### src/rtl/gcd_pkg.sv
// Shared state encoding and mode constants for the GCD engine.
package gcd_pkg;

    typedef enum logic [1:0] {
        ST_IDLE = 2'd0,
        ST_CALC = 2'd1,
        ST_DONE = 2'd2
    } state_t;

    localparam logic MODE_EUCLID = 1'b0;
    localparam logic MODE_BINARY = 1'b1;

    // Width of the common-power-of-two counter used by the binary algorithm.
    function automatic int k_width(input int width);
        return $clog2(width) + 1;
    endfunction

endpackage

### src/rtl/gcd_sub_cmp.sv
// Combinational magnitude compare of two operands plus |a-b| (larger minus smaller).
// Zero latency; no handshake.
module gcd_sub_cmp #(
    parameter int WIDTH = 8
) (
    input  logic [WIDTH-1:0] a,
    input  logic [WIDTH-1:0] b,
    output logic             lt,
    output logic             gt,
    output logic             eq,
    output logic [WIDTH-1:0] diff
);

    assign lt   = (a < b);
    assign gt   = (a > b);
    assign eq   = (a == b);
    assign diff = gt ? (a - b) : (b - a);

endmodule

### src/rtl/gcd_unit.sv
// Iterative GCD, subtractive Euclid or binary Stein, one step per cycle.
// done pulses N+2 edges after the accepting edge; start is ignored unless IDLE.
module gcd_unit
    import gcd_pkg::*;
#(
    parameter int WIDTH = 8,
    parameter int CNT_W = WIDTH
) (
    input  logic             clk,
    input  logic             rst_n,
    input  logic             start,
    input  logic             mode,
    input  logic [WIDTH-1:0] a_in,
    input  logic [WIDTH-1:0] b_in,
    output logic             busy,
    output logic             done,
    output logic [WIDTH-1:0] result,
    output logic             zero_err,
    output logic [CNT_W-1:0] iter_cnt
);

    localparam int K_W = k_width(WIDTH);

    state_t           state_q, state_d;
    logic [WIDTH-1:0] a_q, a_d, b_q, b_d;
    logic [K_W-1:0]   k_q, k_d;
    logic             mode_q, mode_d;
    logic             busy_q, busy_d;
    logic             done_q, done_d;
    logic             zero_err_q, zero_err_d;
    logic [WIDTH-1:0] result_q, result_d;
    logic [CNT_W-1:0] iter_cnt_q, iter_cnt_d;

    logic             cmp_lt, cmp_gt, cmp_eq;
    logic [WIDTH-1:0] cmp_diff;

    gcd_sub_cmp #(.WIDTH(WIDTH)) u_cmp (
        .a    (a_q),
        .b    (b_q),
        .lt   (cmp_lt),
        .gt   (cmp_gt),
        .eq   (cmp_eq),
        .diff (cmp_diff)
    );

    always_comb begin
        state_d    = state_q;
        a_d        = a_q;
        b_d        = b_q;
        k_d        = k_q;
        mode_d     = mode_q;
        busy_d     = busy_q;
        done_d     = 1'b0;
        zero_err_d = zero_err_q;
        result_d   = result_q;
        iter_cnt_d = iter_cnt_q;

        case (state_q)
            ST_IDLE: begin
                if (start) begin
                    a_d        = a_in;
                    b_d        = b_in;
                    mode_d     = mode;
                    k_d        = '0;
                    iter_cnt_d = '0;
                    result_d   = '0;
                    zero_err_d = 1'b0;
                    busy_d     = 1'b1;
                    state_d    = ST_CALC;
                end
            end
            ST_CALC: begin
                if (a_q == '0 || b_q == '0) begin
                    result_d   = a_q | b_q;
                    zero_err_d = (a_q == '0) && (b_q == '0);
                    state_d    = ST_DONE;
                end else if (cmp_eq) begin
                    // Binary mode restores the common power of two stripped earlier.
                    result_d = a_q << k_q;
                    state_d  = ST_DONE;
                end else begin
                    if (iter_cnt_q != '1) begin
                        iter_cnt_d = iter_cnt_q + 1'b1;
                    end
                    if (mode_q == MODE_BINARY && !a_q[0] && !b_q[0]) begin
                        a_d = a_q >> 1;
                        b_d = b_q >> 1;
                        k_d = k_q + 1'b1;
                    end else if (mode_q == MODE_BINARY && !a_q[0]) begin
                        a_d = a_q >> 1;
                    end else if (mode_q == MODE_BINARY && !b_q[0]) begin
                        b_d = b_q >> 1;
                    end else if (cmp_gt) begin
                        a_d = cmp_diff;
                    end else if (cmp_lt) begin
                        b_d = cmp_diff;
                    end
                end
            end
            ST_DONE: begin
                done_d  = 1'b1;
                busy_d  = 1'b0;
                state_d = ST_IDLE;
            end
            default: begin
                busy_d  = 1'b0;
                state_d = ST_IDLE;
            end
        endcase
    end

    always_ff @(posedge clk or negedge rst_n) begin
        if (!rst_n) begin
            state_q    <= ST_IDLE;
            a_q        <= '0;
            b_q        <= '0;
            k_q        <= '0;
            mode_q     <= MODE_EUCLID;
            busy_q     <= 1'b0;
            done_q     <= 1'b0;
            zero_err_q <= 1'b0;
            result_q   <= '0;
            iter_cnt_q <= '0;
        end else begin
            state_q    <= state_d;
            a_q        <= a_d;
            b_q        <= b_d;
            k_q        <= k_d;
            mode_q     <= mode_d;
            busy_q     <= busy_d;
            done_q     <= done_d;
            zero_err_q <= zero_err_d;
            result_q   <= result_d;
            iter_cnt_q <= iter_cnt_d;
        end
    end

    assign busy     = busy_q;
    assign done     = done_q;
    assign result   = result_q;
    assign zero_err = zero_err_q;
    assign iter_cnt = iter_cnt_q;

endmodule
### config.mk
export PLATFORM = sky130hd
export DESIGN_NAME = gcd_unit
export DESIGN_NICKNAME = d
export VERILOG_FILES = /design/src/rtl/gcd_pkg.sv /design/src/rtl/gcd_sub_cmp.sv /design/src/rtl/gcd_unit.sv
export SDC_FILE = /design/constraint.sdc
export NUM_CORES = 1
export LEC_CHECK = 0
export CORE_MARGIN = 8
export CORE_UTILIZATION = 50
export DETAILED_ROUTE_END_ITERATION = 6
export GPL_TIMING_DRIVEN = 0
export PLACE_DENSITY = 0.72
export SYNTH_ARGS = -nofsm -noshare
export SYNTH_HDL_FRONTEND = slang
export SYNTH_SLANG_ARGS = --single-unit
### constraint.sdc
create_clock -name clk -period 5.73 [get_ports clk]
set_input_delay 1.146 -clock clk [delete_from_list [all_inputs] [get_ports clk]]
set_output_delay 1.146 -clock clk [all_outputs]
set_load 0.02 [all_outputs]
# After elaboration in Yosys (flattened, before gate mapping)
# Index checks and enable logic that the tools add are counted.
[classes] n_bitwise=2 mux=41 reduce_logical=20 addsub=4 n_shift=1 order_cmp=2 eq_ne=16
[ops] op="8-bit 2-to-1 mux" count=22
[ops] op="8-bit one-hot mux with 2 select lines" count=4
[ops] op="8-bit zero test" count=2
[ops] op="4-bit 2-to-1 mux" count=4
[ops] op="8-bit subtractor" count=2
[ops] op="2-bit != test (second input constant)" count=6
[ops] op="4-bit != test (second input constant)" count=3
[ops] op="5-bit AND reduction" count=2
[ops] op="8-bit by 1-bit adder with 8-bit output (second input constant)" count=1
[ops] op="8-bit equality test" count=1
[ops] op="8-bit greater-than comparator" count=1
[ops] op="8-bit less-than comparator" count=1
[ops] op="8-bit != test (second input constant)" count=1
[ops] op="8-bit bitwise OR" count=1
[ops] op="4-bit one-hot mux with 2 select lines" count=1
[ops] op="8-bit by 4-bit left shift with 8-bit output" count=1
[ops] op="7-bit AND reduction" count=1
[ops] op="2-bit 2-to-1 mux" count=3
[ops] op="3-bit != test (second input constant)" count=2
[ops] op="2-bit AND reduction" count=3
[ops] op="3-bit AND reduction" count=2
[ops] op="6-bit AND reduction" count=1
[ops] op="4-bit by 1-bit adder with 4-bit output (second input constant)" count=1
[ops] op="1-bit logical AND" count=4
[ops] op="other kinds (11)" count=16
[word_totals] inputBits=20 word_cells=96 output_inout_bits=19 ff_bits=42

# Depth between registers and ports, before layout
# Gate-level depths: netlist of run 1.
[logic_depth] ltp_word=10 depth_mapped=11 ltp_nobuf=10

# Modules after synthesis
# From an unflattened synthesis of run 1, not the netlist that was laid out.
[hier_totals] hier_cells=352 hier_area_um2=3203.1
[by_module_without_submodules] mod="gcd_unit" area_each_um2=2551.2 n_inst=1 seq_area_each_um2=1051.0 cells_per_inst=268
[by_module_without_submodules] mod="gcd_sub_cmp" area_each_um2=651.9 n_inst=1 seq_area_each_um2=0.0 cells_per_inst=84

# Worst setup path before layout of run 1
# Ideal clock, no wire load.
[synth_timing] kind="reg2reg" start="register a_q[0]" end="register b_q[5]" period_less_slack_ns=2.598 required_time_ns=5.638 setup_slack_ns=3.132 setup_time_ns=0.092 path_buffers=0 t_arrival_ns=2.506 path_stages_with_launch=11 cell_sequence="dfrtp_1 inv_1 ha_1 fa_1 nor2_4 o311ai_4 a31oi_4 nand2_4 mux2i_1 mux2_1 o31ai_2"
[synth_between] elab_chain_cells=10 elab_cells_between_ends=25 cone_classes="2 x add/sub; 2 x order compare; 6 x eq/ne; 9 x mux; 6 x reduce/logical"
[synth_rtl] item="start: declaration" line_no="gcd_unit.sv:25" source="logic [WIDTH-1:0] a_q, a_d, b_q, b_d;"
[synth_rtl] item="start signal: assignment" line_no="gcd_unit.sv:115" source="a_q <= '0;"
[synth_rtl] item="start signal: assignment" line_no="gcd_unit.sv:126" source="a_q <= a_d;"
[synth_rtl] item="8-bit subtractor / 8-bit greater-than comparator (equally long branches)" line_no="gcd_sub_cmp.sv:17, gcd_sub_cmp.sv:15"
[synth_rtl] item="8-bit 2-to-1 mux" line_no="gcd_sub_cmp.sv:17" source="assign diff = gt ? (a - b) : (b - a);"
[synth_rtl] item="8-bit 2-to-1 mux" line_no="gcd_unit.sv:95" source="end else if (cmp_lt) begin"
[synth_rtl] item="8-bit 2-to-1 mux" line_no="gcd_unit.sv:93" source="end else if (cmp_gt) begin"
[synth_rtl] item="8-bit 2-to-1 mux" line_no="gcd_unit.sv:91" source="end else if (mode_q == MODE_BINARY && !b_q[0]) begin"
[synth_rtl] item="8-bit 2-to-1 mux" line_no="gcd_unit.sv:89" source="end else if (mode_q == MODE_BINARY && !a_q[0]) begin"
[synth_rtl] item="8-bit 2-to-1 mux" line_no="gcd_unit.sv:85" source="if (mode_q == MODE_BINARY && !a_q[0] && !b_q[0]) begin"
[synth_rtl] item="8-bit 2-to-1 mux" line_no="gcd_unit.sv:77" source="end else if (cmp_eq) begin"
[synth_rtl] item="8-bit 2-to-1 mux" line_no="gcd_unit.sv:73" source="if (a_q == '0 || b_q == '0) begin"
[synth_rtl] item="8-bit one-hot mux with 2 select lines" line_no="gcd_unit.sv:58" source="case (state_q)"
[synth_rtl] item="end signal: assignment" line_no="gcd_unit.sv:116" source="b_q <= '0;"
[synth_rtl] item="end signal: assignment" line_no="gcd_unit.sv:127" source="b_q <= b_d;"
[synth_rtl] item="end: declaration" line_no="gcd_unit.sv:25"
# Parallel ways exist; a longest one is shown, timed or not. The select of a mux whose other input is x is not followed.
# A chain may end at the register's enable or synchronous reset.

# Worst setup path after layout of run 1
# Ends and elaborated chain as after synthesis.

==> flow_metrics.env, run 1 <==
export IMPL_avgSynthCellArea_um2=8.464
export IMPL_slew_viol_final=0
export IMPL_crit_required_ns=5.93
export IMPL_clkLatencyLatePin_ns=0.29
export IMPL_io_pin_count=39
export IMPL_gr_total_overflow=0
export IMPL_vias=3175
export IMPL_cts_resized=0
export IMPL_fin_util=0.5927
export IMPL_globalplace_congestion=0.9928
export IMPL_synth_area_mux_share=0.03917
export IMPL_yosysTopAreaCell="dfrtp_1"
export IMPL_async_reset_ff_frac=1.000
export IMPL_drc=0
export IMPL_synth_compound_area_frac=0.2424
export IMPL_synth_cells=400
export IMPL_wire_per_inst_um=17.89
export IMPL_cts_max_level=2
export IMPL_first_iter_violations=225
export IMPL_drtPass1Iterations=5
export IMPL_track_usage=0.1959
export IMPL_ys_seq_area_frac=0.3104
export IMPL_hp_class="reg2reg"
export IMPL_final_setup_viol_count=0
export IMPL_synth_edf_count=0
export IMPL_grt_max_degree=31
export IMPL_synthFlopType="dfrtp_1"
export IMPL_die_area_mm2=0.009661
export IMPL_synth_fa_ha_area_frac=0.1042
export IMPL_antenna_left=0
export IMPL_synth_seq_cells=42
export IMPL_synth_top_family_by_area="compound AO/OA/AOI/OAI gates"
export IMPL_worstSetupPathType="reg2reg"
export IMPL_synth_cell_types=71
export IMPL_drive_gt1_frac=0.09865
export IMPL_final_cells=526
export IMPL_final_setup_tns_ns=0
export IMPL_finClkSkew_ns=0.009482
export IMPL_grt_pass1_vias=3115
export IMPL_fmax_mhz=318.6
export IMPL_rsz0062_at_grt="no"
export IMPL_cap_violations=0
export IMPL_die_w_um=98.29
export IMPL_syn_area_mm2=0.003386
export IMPL_synth_top_cell_area_share=0.3104
export IMPL_final_nets=493
export IMPL_cp_max_fo=6
export IMPL_cts_hold_buf=0
export IMPL_worstPathArrival_ns=3.34
export IMPL_start_util=0.5067
export IMPL_row_count=30
export IMPL_synth_xor_area_frac=0.01811
export IMPL_fin_crit_ns=3.139
export IMPL_core_area_mm2=0.006681
export IMPL_synth_fp_nets=447
export IMPL_grt_pass1_wl_um=15600
export IMPL_place_inst=519
export IMPL_mostFrequentLayoutCells="dfrtp_1, nor2_1, nand2_1"
export IMPL_tightest_slew_ns=0.6856
export IMPL_path_clk_slew_ns=0.09
export IMPL_clkSinkCount=42
export IMPL_die_y_um=98.29
export IMPL_yosysWarnings=0
export IMPL_clockBufferDepth=2
export IMPL_cp_start_kind="flop"
export IMPL_drt_wl_total_um=9411
export IMPL_final_period_utilization=0.5478
export IMPL_cts_tree="built"
export IMPL_syn_to_final_growth_pct=16.96
export IMPL_outcome="completed"
export IMPL_synth_simple_area_share=0.2173
export IMPL_port_buffers=38
export IMPL_slew_headroom=0.5429
export IMPL_mostFrequentLayoutCell="dfrtp_1"
export IMPL_clockRootBuffer="clkbuf_8"
export IMPL_grt_antenna_before_repair=0
export IMPL_cts_buffers_inserted=5
export IMPL_cts_setup_buffers=0
export IMPL_cp_end_kind="flop"
export IMPL_hold_viol=0
export IMPL_num_antenna_cells=0
export IMPL_post_dp_hpwl_um=7351
export IMPL_vias_per_cell=6.036
export IMPL_yosys_top_cells_area="dfrtp_1, ha_1, nand2_1"
worst paths after layout:
check,start,endpoint,slack (ns),cells past startpoint
min in group asynchronous,rst_n,a_q[3],0.73,1
min reg2reg,state_q[0],done,0.47,1
min,state_q[0],done,0.47,1
max reg2reg,a_q[0],b_q[5],2.59,10
max in group asynchronous,rst_n,b_q[2],4.52,2
max,a_q[0],b_q[5],2.59,10
worst max-delay path: stages, from the launching register on:
cell and delay, ns:
dfrtp_1 0.44, inv_1 0.15, ha_1 0.26, fa_1 0.43
nor2_4 0.16, o311ai_4 0.13, a31oi_4 0.35, nand2_4 0.14
mux2i_1 0.37, mux2_1 0.40, o31ai_2 0.22
Yosys cell counts (4+ instances only):
cell type / instances
nand2_1: 41
a31oi_1: 7
dfrtp_1: 42
mux2i_1: 11
o211ai_1: 5
nor2b_1: 4
a211oi_1: 8
nor4_1: 6
clkbuf_1: 9
o21ai_1: 5
a22oi_1: 4
o21ai_0: 27
nor3_1: 7
xor2_1: 5
a21oi_1: 19
inv_1: 29
ha_1: 25
o31ai_1: 5
nand3_1: 18
and3_1: 4
o22ai_1: 5
nor2_1: 41
layer usage:
metal  track usage  vias to the layer above  wire length, um
met1        0.2649                     1511             4485
met3       0.03201                       17              524
met2        0.3161                      121             4248
li1              -                     1526                -
met4       0.04723                        0              153
met5             0                        -                0
per-stage QoR:
stage / worst slack, ns / instance area (um2) / hold WS (ns)
3_3_place_gp: 2.321 / 3866 / 0.4576
5_1_grt: 2.447 / 3960 / 0.5079
3_5_place_dp: 2.671 / 3881 / 0.4562
2_1_floorplan: 3.132 / 3386 / 0.4397
4_1_cts: 2.654 / 3960 / 0.4718
6_report: 2.591 / 3960 / 0.4727
cell families (layout without fill, tap and decap cells):
family | Yosys count | count (layout)
adder cells (fa/ha/maj) | 27 | 27
flip-flops | 42 | 42
buffers and inverters | 47 | 93
multiplexers | 13 | 13
AO/OA/AOI/OAI | 116 | 116
XOR/XNOR | 7 | 7
AND/OR/NAND/NOR | 148 | 148
area by class of cell:
cell class,count,area [um2]
Tap cell,80,100.1
Clock buffer,5,68.82
Inverter,29,108.9
Multi-Input combinational cell,311,2103
Sequential cell,42,1051
Timing Repair Buffer,39,395.4
Fill cell,617,2721
Buffer,18,122.6
Clock inverter,2,10.01
registers in the layout, summed over array words and instances, names as in the netlist:
signal	flops
busy	1
done	1
a_q	8
zero_err	1
mode_q	1
result	8
iter_cnt	8
state_q	2
k_q	4
b_q	8
Power of run 1 is left out: the tool's default activity adds up to more than one toggle a clock period on the data nets, which glitch-free logic cannot reach.
==> inputs of run 2 (changes only) <==
Settings changed: PLACE_DENSITY 0.72 to 0.75.
Clock period 5.73 ns to 2.8 ns, I/O delays scaled along.
==> flow_metrics.env, run 2 (synthesized netlist as in run 1, its figures left out) <==
export IMPL_outcome="completed"
export IMPL_cp_start_kind="flop"
export IMPL_final_cells=532
export IMPL_slew_headroom=0.4810
export IMPL_die_area_mm2=0.009661
export IMPL_rsz0062_at_grt="yes"
export IMPL_grt_pass1_vias=3057
export IMPL_mostFrequentLayoutCells="nor2_1, nand2_1, dfrtp_1, clkdlybuf4s50_1, inv_1"
export IMPL_num_antenna_cells=0
export IMPL_fin_crit_ns=2.744
export IMPL_crit_required_ns=2.96
export IMPL_drc=0
export IMPL_row_count=30
export IMPL_final_setup_viol_count=0
export IMPL_tightest_slew_ns=0.7785
export IMPL_cpLargestDelayFamily="compound AO/OA/AOI/OAI gates"
export IMPL_core_area_mm2=0.006681
export IMPL_cts_buffers_inserted=5
export IMPL_final_nets=499
export IMPL_slowest_stage="o21ai_0"
export IMPL_setup_ws_ns=0.05606
export IMPL_path_clk_slew_ns=0.08
export IMPL_cap_violations=0
export IMPL_final_setup_tns_ns=0
export IMPL_cts_tree="built"
export IMPL_vias=3247
export IMPL_pre_cts_slack_ns=-0.2425
export IMPL_gr_total_overflow=0
export IMPL_grt_antenna_before_repair=0
export IMPL_drtPass1Iterations=7
export IMPL_fin_util=0.6142
export IMPL_cp_max_fo=6
export IMPL_fmax_mhz=364.4
export IMPL_clkSinkCount=42
export IMPL_cp_cell_sequence="inv_2 -> ha_1 -> fa_2 -> nor2_4 -> o311ai_4 -> a31oi_4 -> nand2_4 -> mux2i_1 -> o21ai_0 -> o21bai_1"
export IMPL_drt_wl_total_um=9802
export IMPL_grt_max_degree=40
export IMPL_antenna_left=0
export IMPL_final_period_utilization=0.9800
export IMPL_hold_viol=0
export IMPL_drive_gt1_frac=0.1482
export IMPL_track_usage=0.2015
export IMPL_place_inst=519
export IMPL_worstSetupPathType="reg2reg"
export IMPL_io_pin_count=39
export IMPL_die_w_um=98.29
export IMPL_clkLatencyLatePin_ns=0.29
export IMPL_globalplace_congestion=0.9636
export IMPL_slew_viol_final=0
export IMPL_first_iter_violations=376
export IMPL_wire_per_inst_um=18.42
export IMPL_worstPathArrival_ns=2.90
export IMPL_path_buf_inv=1
export IMPL_r2r_start="a_q[0]"
export IMPL_clockRootBuffer="clkbuf_8"
export IMPL_grt_pass1_wl_um=15710
export IMPL_vias_per_cell=6.103
export IMPL_critPathMaxStageDelay_ns=0.48
export IMPL_clockBufferDepth=2
export IMPL_post_dp_hpwl_um=7364
export IMPL_hp_class="in2async"
export IMPL_start_util=0.5067
export IMPL_die_y_um=98.29
export IMPL_cp_end_kind="flop"
export IMPL_finClkSkew_ns=0.004282
export IMPL_cts_max_level=2
export IMPL_crit_path_start="a_q[0]"
export IMPL_port_buffers=38
export IMPL_syn_to_final_growth_pct=21.21
==> run 2: changes by cell type in the layout (fill, tap and decap cells not counted), moves of 2 or more <==
| cell | previous run | this run |
|---|---|---|
| buf_4 | 3 | 9 |
| nor4_1 | 6 | 4 |
| o21ai_2 | 0 | 2 |
| dfrtp_1 | 42 | 37 |
| ha_1 | 25 | 23 |
| dfrtp_2 | 0 | 5 |
==> run 2: worst reg2reg max path: stages (launching register included) <==
cell	delay [ns]
dfrtp_1	0.38
inv_2	0.09
ha_1	0.23
fa_2	0.39
nor2_4	0.14
o311ai_4	0.13
a31oi_4	0.31
nand2_4	0.14
mux2i_1	0.15
o21ai_0	0.48
o21bai_1	0.17
==> run 2: final cells by class <==
class,instances,area [um2]
repair buffers,45,440.4
well taps,80,100.1
clock buffers,5,68.82
clock inverters,2,10.01
fillers,593,2577
inverters,29,108.9
multi-input cells,311,2196
flip-flops and latches,42,1057
plain buffers,18,122.6
==> run 2: through the flow <==
step           hold WS [ns]  cell area, um2
6_report            0.07790            4104
5_1_grt             0.07711            4104
3_5_place_dp         0.3932            3881
3_3_place_gp         0.4562            3866
4_1_cts             0.07616            4039
2_1_floorplan        0.2644            3386
==> run 2: what timing repair did <==
item,4_1_cts,5_1_grt
setup buffers,6,0
setup endpoints to repair,12,25
pin swaps,2,2
gates resized for setup,7,19
hold buffers,0,0
==> run 2: path summary, 6_finish.rpt <==
kind                            endpoint  cells past startpoint  slack, ns
min in group clk                    done                      1       0.47
max in group asynchronous         b_q[1]                      2       2.27
worst max register to register    a_q[7]                     10       0.06
worst min register to register      done                      1       0.47
worst min-delay path              a_q[4]                      1       0.08
worst max-delay path              a_q[7]                     10       0.06
==> run 2: layer usage <==
metal	vias up	share of wire	GRT usage
met5	-	0	0
met4	0	0.026	0.07084
met3	22	0.091	0.04125
met2	146	0.45	0.3134
met1	1527	0.43	0.2691
li1	1552	-	-
Power of run 2 is left out for the same reason.
